$ cat src/rtl/cascaded_iir.sv
// Three cascaded Direct Form I notch sections (1.0, 2.0, 1.5 MHz) sharing one MAC, one section per clock.
// Optional: define CASCADED_IIR_SAT_EN to saturate each section result; otherwise results wrap.
module cascaded_iir #(
    parameter int DATA_WIDTH = 16,
    parameter int COEF_WIDTH = 16,
    parameter int B1_S0      = -16384,
    parameter int A1_S0      = -15360,
    parameter int A2_S0      = 14400,
    parameter int B1_S1      = 16384,
    parameter int A1_S1      = 15360,
    parameter int A2_S1      = 14400,
    parameter int B1_S2      = 0,
    parameter int A1_S2      = 0,
    parameter int A2_S2      = 14400
) (
    input  logic                         clk,
    input  logic                         rst_n,
    input  logic signed [DATA_WIDTH-1:0] x_in,
    output logic signed [DATA_WIDTH-1:0] x_out
);

    localparam int FRAC   = COEF_WIDTH - 2;
    localparam int PROD_W = DATA_WIDTH + COEF_WIDTH;
    localparam int ACC_W  = PROD_W + 4;

    localparam logic [1:0] PH_S0 = 2'd0;
    localparam logic [1:0] PH_S1 = 2'd1;
    localparam logic [1:0] PH_S2 = 2'd2;

    localparam logic signed [COEF_WIDTH-1:0] COEF_ONE = COEF_WIDTH'(2 ** FRAC);
    localparam logic signed [ACC_W-1:0]      RND      = ACC_W'(2 ** (FRAC - 1));

    logic [1:0]                   r_ph;
    logic signed [DATA_WIDTH-1:0] r_x1 [0:2];
    logic signed [DATA_WIDTH-1:0] r_x2 [0:2];
    logic signed [DATA_WIDTH-1:0] r_y1 [0:2];
    logic signed [DATA_WIDTH-1:0] r_y2 [0:2];
    logic signed [DATA_WIDTH-1:0] r_yPrev;

    logic signed [DATA_WIDTH-1:0] w_xs;
    logic signed [DATA_WIDTH-1:0] w_x1;
    logic signed [DATA_WIDTH-1:0] w_x2;
    logic signed [DATA_WIDTH-1:0] w_y1;
    logic signed [DATA_WIDTH-1:0] w_y2;
    logic signed [COEF_WIDTH-1:0] w_b1;
    logic signed [COEF_WIDTH-1:0] w_a1;
    logic signed [COEF_WIDTH-1:0] w_a2;
    logic signed [PROD_W-1:0]     w_pX;
    logic signed [PROD_W-1:0]     w_pB1;
    logic signed [PROD_W-1:0]     w_pX2;
    logic signed [PROD_W-1:0]     w_pA1;
    logic signed [PROD_W-1:0]     w_pA2;
    logic signed [ACC_W-1:0]      w_acc;
    logic signed [ACC_W-1:0]      w_rnd;
    logic signed [DATA_WIDTH-1:0] w_y;

    // The phase selects which section's coefficients and history feed the shared MAC.
    always_comb begin
        w_xs = '0;
        w_x1 = '0;
        w_x2 = '0;
        w_y1 = '0;
        w_y2 = '0;
        w_b1 = '0;
        w_a1 = '0;
        w_a2 = '0;
        case (r_ph)
            PH_S0: begin
                w_xs = x_in;
                w_x1 = r_x1[0];
                w_x2 = r_x2[0];
                w_y1 = r_y1[0];
                w_y2 = r_y2[0];
                w_b1 = COEF_WIDTH'(B1_S0);
                w_a1 = COEF_WIDTH'(A1_S0);
                w_a2 = COEF_WIDTH'(A2_S0);
            end
            PH_S1: begin
                w_xs = r_yPrev;
                w_x1 = r_x1[1];
                w_x2 = r_x2[1];
                w_y1 = r_y1[1];
                w_y2 = r_y2[1];
                w_b1 = COEF_WIDTH'(B1_S1);
                w_a1 = COEF_WIDTH'(A1_S1);
                w_a2 = COEF_WIDTH'(A2_S1);
            end
            PH_S2: begin
                w_xs = r_yPrev;
                w_x1 = r_x1[2];
                w_x2 = r_x2[2];
                w_y1 = r_y1[2];
                w_y2 = r_y2[2];
                w_b1 = COEF_WIDTH'(B1_S2);
                w_a1 = COEF_WIDTH'(A1_S2);
                w_a2 = COEF_WIDTH'(A2_S2);
            end
            default: ;
        endcase
    end

    assign w_pX  = PROD_W'(w_xs) * PROD_W'(COEF_ONE);
    assign w_pB1 = PROD_W'(w_x1) * PROD_W'(w_b1);
    assign w_pX2 = PROD_W'(w_x2) * PROD_W'(COEF_ONE);
    assign w_pA1 = PROD_W'(w_y1) * PROD_W'(w_a1);
    assign w_pA2 = PROD_W'(w_y2) * PROD_W'(w_a2);

    assign w_acc = ACC_W'(w_pX) + ACC_W'(w_pB1) + ACC_W'(w_pX2)
                 - ACC_W'(w_pA1) - ACC_W'(w_pA2);
    assign w_rnd = w_acc + RND;

`ifdef CASCADED_IIR_SAT_EN
    localparam logic signed [ACC_W-1:0] MAXV = ACC_W'(2 ** (DATA_WIDTH - 1) - 1);
    localparam logic signed [ACC_W-1:0] MINV = -MAXV - ACC_W'(1);

    logic signed [ACC_W-1:0] w_shr;

    assign w_shr = w_rnd >>> FRAC;

    always_comb begin
        if (w_shr > MAXV) begin
            w_y = MAXV[DATA_WIDTH-1:0];
        end else if (w_shr < MINV) begin
            w_y = MINV[DATA_WIDTH-1:0];
        end else begin
            w_y = w_shr[DATA_WIDTH-1:0];
        end
    end
`else
    assign w_y = DATA_WIDTH'(w_rnd >>> FRAC);
`endif

    // Only the section selected by the phase shifts its history; x_out updates once per sample.
    always_ff @(posedge clk) begin
        if (!rst_n) begin
            r_ph    <= PH_S0;
            r_yPrev <= '0;
            x_out   <= '0;
            for (int s = 0; s < 3; s++) begin
                r_x1[s] <= '0;
                r_x2[s] <= '0;
                r_y1[s] <= '0;
                r_y2[s] <= '0;
            end
        end else begin
            r_ph    <= (r_ph == PH_S2) ? PH_S0 : r_ph + 2'd1;
            r_yPrev <= w_y;
            if (r_ph == PH_S2) begin
                x_out <= w_y;
            end
            for (int s = 0; s < 3; s++) begin
                if (r_ph == 2'(s)) begin
                    r_x2[s] <= r_x1[s];
                    r_x1[s] <= w_xs;
                    r_y2[s] <= r_y1[s];
                    r_y1[s] <= w_y;
                end
            end
        end
    end

endmodule

$ cat config.mk
export PLATFORM = sky130hd
export DESIGN_NAME = cascaded_iir
export DESIGN_NICKNAME = d
export VERILOG_FILES = /design/src/rtl/cascaded_iir.sv
export SDC_FILE = /design/constraint.sdc
export NUM_CORES = 1
export LEC_CHECK = 0
export ABC_AREA = 1
export CORE_AREA = 2 2 195 197
export DETAILED_ROUTE_END_ITERATION = 6
export DIE_AREA = 0 0 197 199
export GPL_TIMING_DRIVEN = 1
export HOLD_SLACK_MARGIN = 0.03
export PLACE_DENSITY = 0.81
export RECOVER_POWER = 50
export SLEW_MARGIN = 20
export SYNTH_ARGS = -nofsm -noshare
export SYNTH_HDL_FRONTEND = slang
export SYNTH_SLANG_ARGS = --single-unit
$ cat constraint.sdc
create_clock -name clk -period 9.4 [get_ports clk]
set_input_delay 1.88 -clock clk [delete_from_list [all_inputs] [get_ports clk]]
set_output_delay 1.88 -clock clk [all_outputs]
set_load 0.005 [all_outputs]
-- After elaboration in Yosys (flattened, before gate mapping)
Memories as Yosys holds them, arrays and structs flattened.
Index checks and enable logic that the tools add are counted.
W data, S select, Z words.
- register bits after elaboration: 34
- memories kept: 4
- bits in writable memories: 192
- logic and storage cells: 65
- input bits: 18
- output and inout port bits: 16
- memories (memory ; depth ; width ; read ports ; clocked after Yosys merged registers in ; write ports ; line ; RTL):
    r_x1 ; 3 ; 16 ; 3 ; 0 ; 3 ; 34 ; logic signed [DATA_WIDTH-1:0] r_x1 [0:2];
    r_x2 ; 3 ; 16 ; 3 ; 0 ; 3 ; 35 ; logic signed [DATA_WIDTH-1:0] r_x2 [0:2];
    r_y1 ; 3 ; 16 ; 3 ; 0 ; 3 ; 36 ; logic signed [DATA_WIDTH-1:0] r_y1 [0:2];
    r_y2 ; 3 ; 16 ; 3 ; 0 ; 3 ; 37 ; logic signed [DATA_WIDTH-1:0] r_y2 [0:2];
- bitwise operators: 13
- muxes and demuxes: 30
- add/sub/neg operators: 6
- equality and inequality tests: 2
- $mul: 3
- reduce and logical (&&, ||, !) cells: 4
- operator list (cell ; number):
    $mux W16 ; 12
    $pmux W16 S3 ; 4
    $pmux W16 S2 ; 3
    $add A30 B30 Y30 ; 2
    $mul A16 B16 Y30 ; 2
    $sub A30 B30 Y30 ; 2
    $add A30 B15 Y30 const B ; 1
    $mul A16 B15 Y30 ; 1
    $mux W14 ; 1
    $or A1 B1 Y1 ; 12
    $mux W1 ; 10
    $reduce_or A2 Y1 ; 2
    $reduce_or A3 Y1 ; 1
    $add A2 B1 Y2 const B ; 1
    $eq A2 B1 Y1 const B ; 1
    $eq A2 B2 Y1 const B ; 1
    $logic_not A2 Y1 ; 1
    $not A1 Y1 ; 1

-- Depth between registers and ports, before layout
Gate-level depths: netlist of the first run.
- depth in word-level cells: 9
- depth in mapped cells: 43
- mapped depth without buffers: 39

-- Least setup slack after synthesis of the first run
No wires, ideal clock.
- kind: register -> register
- from: register r_ph[0]
- to: memory r_y1[0][11] (data pin)
- stages on the path, launching flop included: 34
- period minus slack after synthesis: 7.476 ns
- data arrival time: 7.214 ns
- setup slack: 1.924 ns
- library setup time: 0.262 ns
- path buffers: 3
- data required time: 9.138 ns
- cell sequence: dfxtp_1 -> inv_1 -> ha_1 -> buf_4 -> inv_1 -> clkbuf_1 -> buf_1 -> nor2_1 -> fa_1 -> inv_1 -> fa_1 -> inv_1 -> fa_1 -> inv_1 -> ha_1 -> inv_1 -> fa_1 -> inv_1 -> fa_1 -> fa_1 -> fa_1 -> inv_1 -> fa_1 -> inv_1 -> ha_1 -> nand2_1 -> inv_1 -> a21oi_1 -> inv_1 -> a21oi_1 -> o21ai_1 -> or2_1 -> nand2_2 -> nor2_1
- RTL lines (item ; line ; RTL):
    start: declaration ; 33 ; logic [1:0] r_ph;
    start signal: assignment ; 146 ; r_ph <= (r_ph == PH_S2) ? PH_S0 : r_ph + 2'd1;
    end: declaration ; 36 ;

==> metrics, run 1 <==
top post-synthesis cells by count=inv_1, nand2_1, ha_1; Layout area overhead=7.34%; critical path fanouts, max=22; worst setup margin=between 300 and 400 ps; gpl congestion=between 0.9 and 1; post-DR vias/cell=roughly 5.2; Syn Area/Cell=~9.1 µm²; fin crit period=around 9000 ps; startpoint types=flip-flop; crit-path most repeated cell=fa_1; Worst Path Buf+Inv=7; synth warn=0; antenna violations before repair=1; dpl cells=between 2k and 3k; DRT Wirelength=around 48,000 µm; max cap viols=3; antenna-violating nets left=0; first-pass GRT wire length=between 70,000 and 80,000 µm; Final Skew=7.88 ps; most common cell in the netlist=inv_1; Worst-path clk slew=70 ps; Fmax=110 MHz; Sink Count=about 230; outcome=finished, violations left; RSZ-0062 raised after global routing=no; fin crit share=a little over nine tenths; Post-synth EDFFs=192; Die H=between 150 and 200 µm; total global-route track usage=about a quarter; worst path arrival time=about 9000 ps; vias in the first global route=15.0k; Residual DRC=0; Sum Neg Setup Slack=0 ps; die width=around 200 µm; Diodes inserted=0; HPWL after DPL=between 30,000 and 40,000 µm; DP Worst Slack=~200 ps; worst min path class=reg2reg; mapped cell area=slightly above 20,000 µm²; final slew viol count=195; # rows=between 70 and 80; htree depth=1; Starting Density=54.4%; final hold vios=0; design area=around 22,000 µm²; post-synth top area share=28.6%; Final nets=2,723; detailed-route wire length per cell=between 15 and 20 µm; endpoints failing setup=0; Mapped Cells=2,219; Rel. slew slack=-173%; WS Path Type=reg2reg; core area=roughly 37,000 µm²; asr flop ratio synth=0%; crit-path leading delay family=adder cells; Netlist cell types=43; First DRT Iteration DRCs=roughly 1.4k; IO Port Bufs=33; largest net degree at the start of global routing=slightly below 100; CTS Buf Count=19; total gr overflow=0; syn nets=around 2.7k; Area after DPL=between 20,000 and 25,000 µm²; area leader, netlist=edfxtp_1; Tightest Pin Transition=~4100 ps; Area contributors post-synth=edfxtp_1, fa_1, ha_1; register bit count reported by yosys=about 230; CP max-delay cell=ha_2; CTS max path bufs=3; Seq/Total Area, Yosys=about a third; share of cells above drive strength 1=4.74%; clock root cell=clkbuf_16; Die ar.=between 30,000 and 40,000 µm²; # IOs=34; Final Instance Count excl. Fillers=roughly 2.7k; failing checks=max-capacitance violations, max-slew violations; CTS tree=done; slowest cell delay on critical path=~560 ps; clk_lat worst skew=a little under 500 ps; Crit. End Element=flip-flop; Fill cells=3,028; Worst Path Required=~9600 ps; TritonRoute pass-1 iters=6; vias=14.3k; R2R setup slack=approximately 340 ps; Synth Flop Type=edfxtp_1
## final cells by class
cell class                 count  area [µm²]  area share (%)
clock buffer                  22         487            2.25
clock inverter                11        81.3           0.375
inverter                     585        2200            10.1
multi-input combinational   1349       11300            52.0
sequential                   226        6450            29.7
tap                          474         593            2.74
timing repair buffer          64         589            2.72
## kinds of logic after synthesis
family / synth area share [%]
buffers and inverters: 12.4
DFF: 31.9
adders and majority gates: 36.0
AOI/OAI and AO/OA: 3.15
and+or+nand+nor: 15.7
xor gates and xnor gates: 0.861
## registers in the layout, summed over array words and instances, names as in the netlist
signal / cells
r_x1: 48
r_yPrev: 16
r_x2: 48
r_y2: 48
x_out: 16
r_y1: 48
r_ph: 2
## worst reg2reg max path, delay by kind of cell, from the launching register on
family          cells  cell delay [ps]
fa+ha+maj          11             5180
simple gates        8             1780
buf+inv             7              720
xor+xnor            1              460
flops               1              360
compound gates      1              300
## worst paths after layout
path / start / end / cells after the start
max reg2reg: r_ph[0] / r_y1[0][14] / 28
min: x_out[8] / x_out[8] / 2
min reg2reg: x_out[8] / x_out[8] / 2
max: r_ph[0] / r_y1[0][14] / 28
## per-layer routing
| metal | up-vias | wire length [µm] | track usage [%] | part of all wire, % |
|---|---|---|---|---|
| met2 | 507 | 22800 | 42.8 | 48 |
| met3 | 95 | 3320 | 2.59 | 6.9 |
| met1 | 6952 | 20200 | 35.8 | 42 |
| li1 | 6775 | - | - | - |
| met5 | - | 13 | 0 | 0.027 |
| met4 | 2 | 1670 | 8.72 | 3.5 |
## through the flow
stage,hold slack [ps],util [%]
2_1_floorplan,448,-
3_3_place_gp,447,56.9
3_5_place_dp,456,56.9
4_1_cts,473,58.4
5_1_grt,495,58.4
6_report,461,58.4
## cells in the final DEF (no fill, tap or decap), types with 17 or more instances in the layout
cell,Yosys,final
edfxtp_1,192,192
dlygate4sd3_1,0,17
clkbuf_16,0,19
buf_4,6,25
inv_1,577,577
dfxtp_1,34,34
nor2_1,118,118
nand2_1,529,529
a21oi_1,33,33
ha_1,259,256
fa_1,201,201
nand3_1,78,78
## what timing repair did
action                                  in CTS  in global routing
gates resized for setup                      0                  1
setup buffers                                0                  0
endpoints found under the setup margin       0                  4
hold buffers                                 0                  0
Power of run 1 is left out: the tool's default activity adds up to more than one toggle a clock period on the data nets, which glitch-free logic cannot reach.
==> inputs of run 2 (changes only) <==
--- a/config.mk
+++ b/config.mk
@@ -6,9 +6,9 @@
 export NUM_CORES = 1
 export LEC_CHECK = 0
 export ABC_AREA = 1
-export CORE_AREA = 2 2 195 197
+export CORE_AREA = 2 2 251 154
 export DETAILED_ROUTE_END_ITERATION = 6
-export DIE_AREA = 0 0 197 199
+export DIE_AREA = 0 0 253 156
 export GPL_TIMING_DRIVEN = 1
 export HOLD_SLACK_MARGIN = 0.03
 export PLACE_DENSITY = 0.81
==> run 2 against run 1 <==
Net effect: the run still ends with max-capacitance violations, max-slew violations left; highest routed layer is now met4; maximum frequency rose by 1.3%; first-iteration DRC count rose by 3.7%; via count increased by 1.5%; final area barely moved; critical endpoint is now r_y1[0][30]; count of clock-buffer cells in the layout up 9.
==> metrics, run 2 (synthesis gave the netlist of run 1 again) <==
outcome=finished, violations left; failing checks=max-capacitance violations, max-slew violations; CTS tree=done; Worst-path clk slew=60 ps (about the same); area of the multi-input gates=11,300 µm² (-0.19%); Worst Path Required=9650 ps (+40 ps); commonest non-fill, non-tap cell in the layout=inv_1; DP Worst Slack=568 ps (+367 ps); slowest cell delay on critical path=640 ps (+80 ps); met3 Use GR=10.5% (+7.9 points); Die H=156 µm (-22%); HPWL after DPL=41,700 µm (+8.3%); CP max-delay cell=ha_2; Layout area overhead=7.33% (about the same); share of cells above drive strength 1=4.53% (-0.22 points); final slew viol count=227 (+16%); Final nets=2,717 (-0.22%); fin crit share=95.2% (-1.2 points); Diodes inserted=0 (unchanged); clock root cell=clkbuf_16; CTS hold repair buffers=0 (unchanged); Area after DPL=21,000 µm² (-0.30%); total gr overflow=0 (unchanged); Crit. End Element=flip-flop; met2 track demand over resource=38.7% (-4.0 points); Tightest Pin Transition=4440 ps (+345 ps); gpl congestion=1.02 (+11%); CTS Buf Count=21 (+2); antenna-violating nets left=0 (unchanged); cts repair resizes=0 (unchanged); CTS max path bufs=3 (unchanged); vias=14.5k (+1.5%); die width=253 µm (+28%); Rel. slew slack=-196% (-23 points); design area=21,700 µm² (about the same); startpoint types=flip-flop; first-pass GRT wire length=82,000 µm (+5.1%); htree depth=1 (unchanged); TritonRoute pass-1 iters=5 (-1); post-DR vias/cell=5.31 (+1.2%); antenna violations before repair=0 (-1); fin crit period=8940 ps (-114 ps); # rows=55 (-23%); Final Skew=11.8 ps (+3.87 ps); final hold vios=0 (unchanged); worst setup margin=456 ps (+114 ps); WS Path Type=reg2reg; Reg area=6450 µm² (unchanged); max cap viols=3 (unchanged); endpoints failing setup=0 (unchanged); critical path fanouts, max=23 (+4.5%); Sum Neg Setup Slack=0 ps (unchanged); worst path arrival time=9190 ps (-80 ps); Post CTS Setup Buffer Count=0 (unchanged); Fill cells=3,112 (+2.8%); total global-route track usage=27.7% (+1.9 points); detailed-route wire length per cell=19.2 µm (+9.2%); Die ar.=39,500 µm² (+0.68%); largest net degree at the start of global routing=97 (-1.0%); Fmax=112 MHz (+1.3%); core area=37,200 µm² (about the same); clk_lat worst skew=530 ps (+40 ps); Sink Count=226 (unchanged); worst min path class=reg2reg; GR peak layer=met1; RSZ-0062 raised after global routing=no; commonest cells after routing, fill and taps aside=inv_1, nand2_1, ha_1; Residual DRC=0 (unchanged); First DRT Iteration DRCs=1,402 (+3.7%); # IOs=34 (unchanged); IO Port Bufs=33 (unchanged); met1 Usage GRT=41.3% (+5.5 points); vias in the first global route=14.6k (-3.1%); DRT Wirelength=52,500 µm (+9.5%); Starting Density=54.3% (about the same)
-- run 2: cell types whose count changed in the layout (fill, tap and decap cells not counted), moves of 2 or more --
cell and change:
clkbuf_8 +3, buf_12 -2, clkinv_1 -2, clkbuf_1 +2, buf_4 -5, clkbuf_16 +3
-- run 2: cell type report --
type                            instances  area share (%)
Clock buffer                           31            2.84
Clock inverter                          7           0.196
Inverter                              585            10.1
Multi-Input combinational cell       1349            51.9
Sequential cell                       226            29.7
Tap cell                              484            2.79
Timing Repair Buffer                   56            2.34
-- run 2: worst max-delay path, delay by kind of cell, from the launching register on --
family	cells	cell delay [ps]
AO/OA/AOI/OAI	2	740
adder cells (fa/ha/maj)	11	5130
AND/OR/NAND/NOR	5	950
buffers and inverters	8	1040
flip-flops	1	340
XOR/XNOR	1	430
-- run 2: path summary, 6_finish.rpt --
kind / startpoint / to / slack, ps / cells past startpoint
hold reg to reg: x_out[12] / x_out[12] / 460 / 2
setup / recovery: r_ph[1] / r_y1[0][30] / 460 / 27
setup reg to reg: r_ph[1] / r_y1[0][30] / 460 / 27
hold / removal: x_out[12] / x_out[12] / 460 / 2
-- run 2: per-stage QoR --
stage | hold WS (ps) | instances | utilization [%]
finish | 460 | 2738 | 58.3
global route | 476 | 2738 | 58.3
CTS | 465 | 2738 | 58.4
detailed placement | 448 | 2700 | 56.6
global placement | 441 | 2700 | 56.6
floorplan | 448 | 2219 | -
-- run 2: layer usage --
metal | part of all wire, % | up-vias
met5 | 0 | -
met4 | 1.4 | 0
met3 | 14 | 49
met2 | 40 | 705
met1 | 44 | 7023
li1 | - | 6769
Power of run 2 is left out for the same reason.
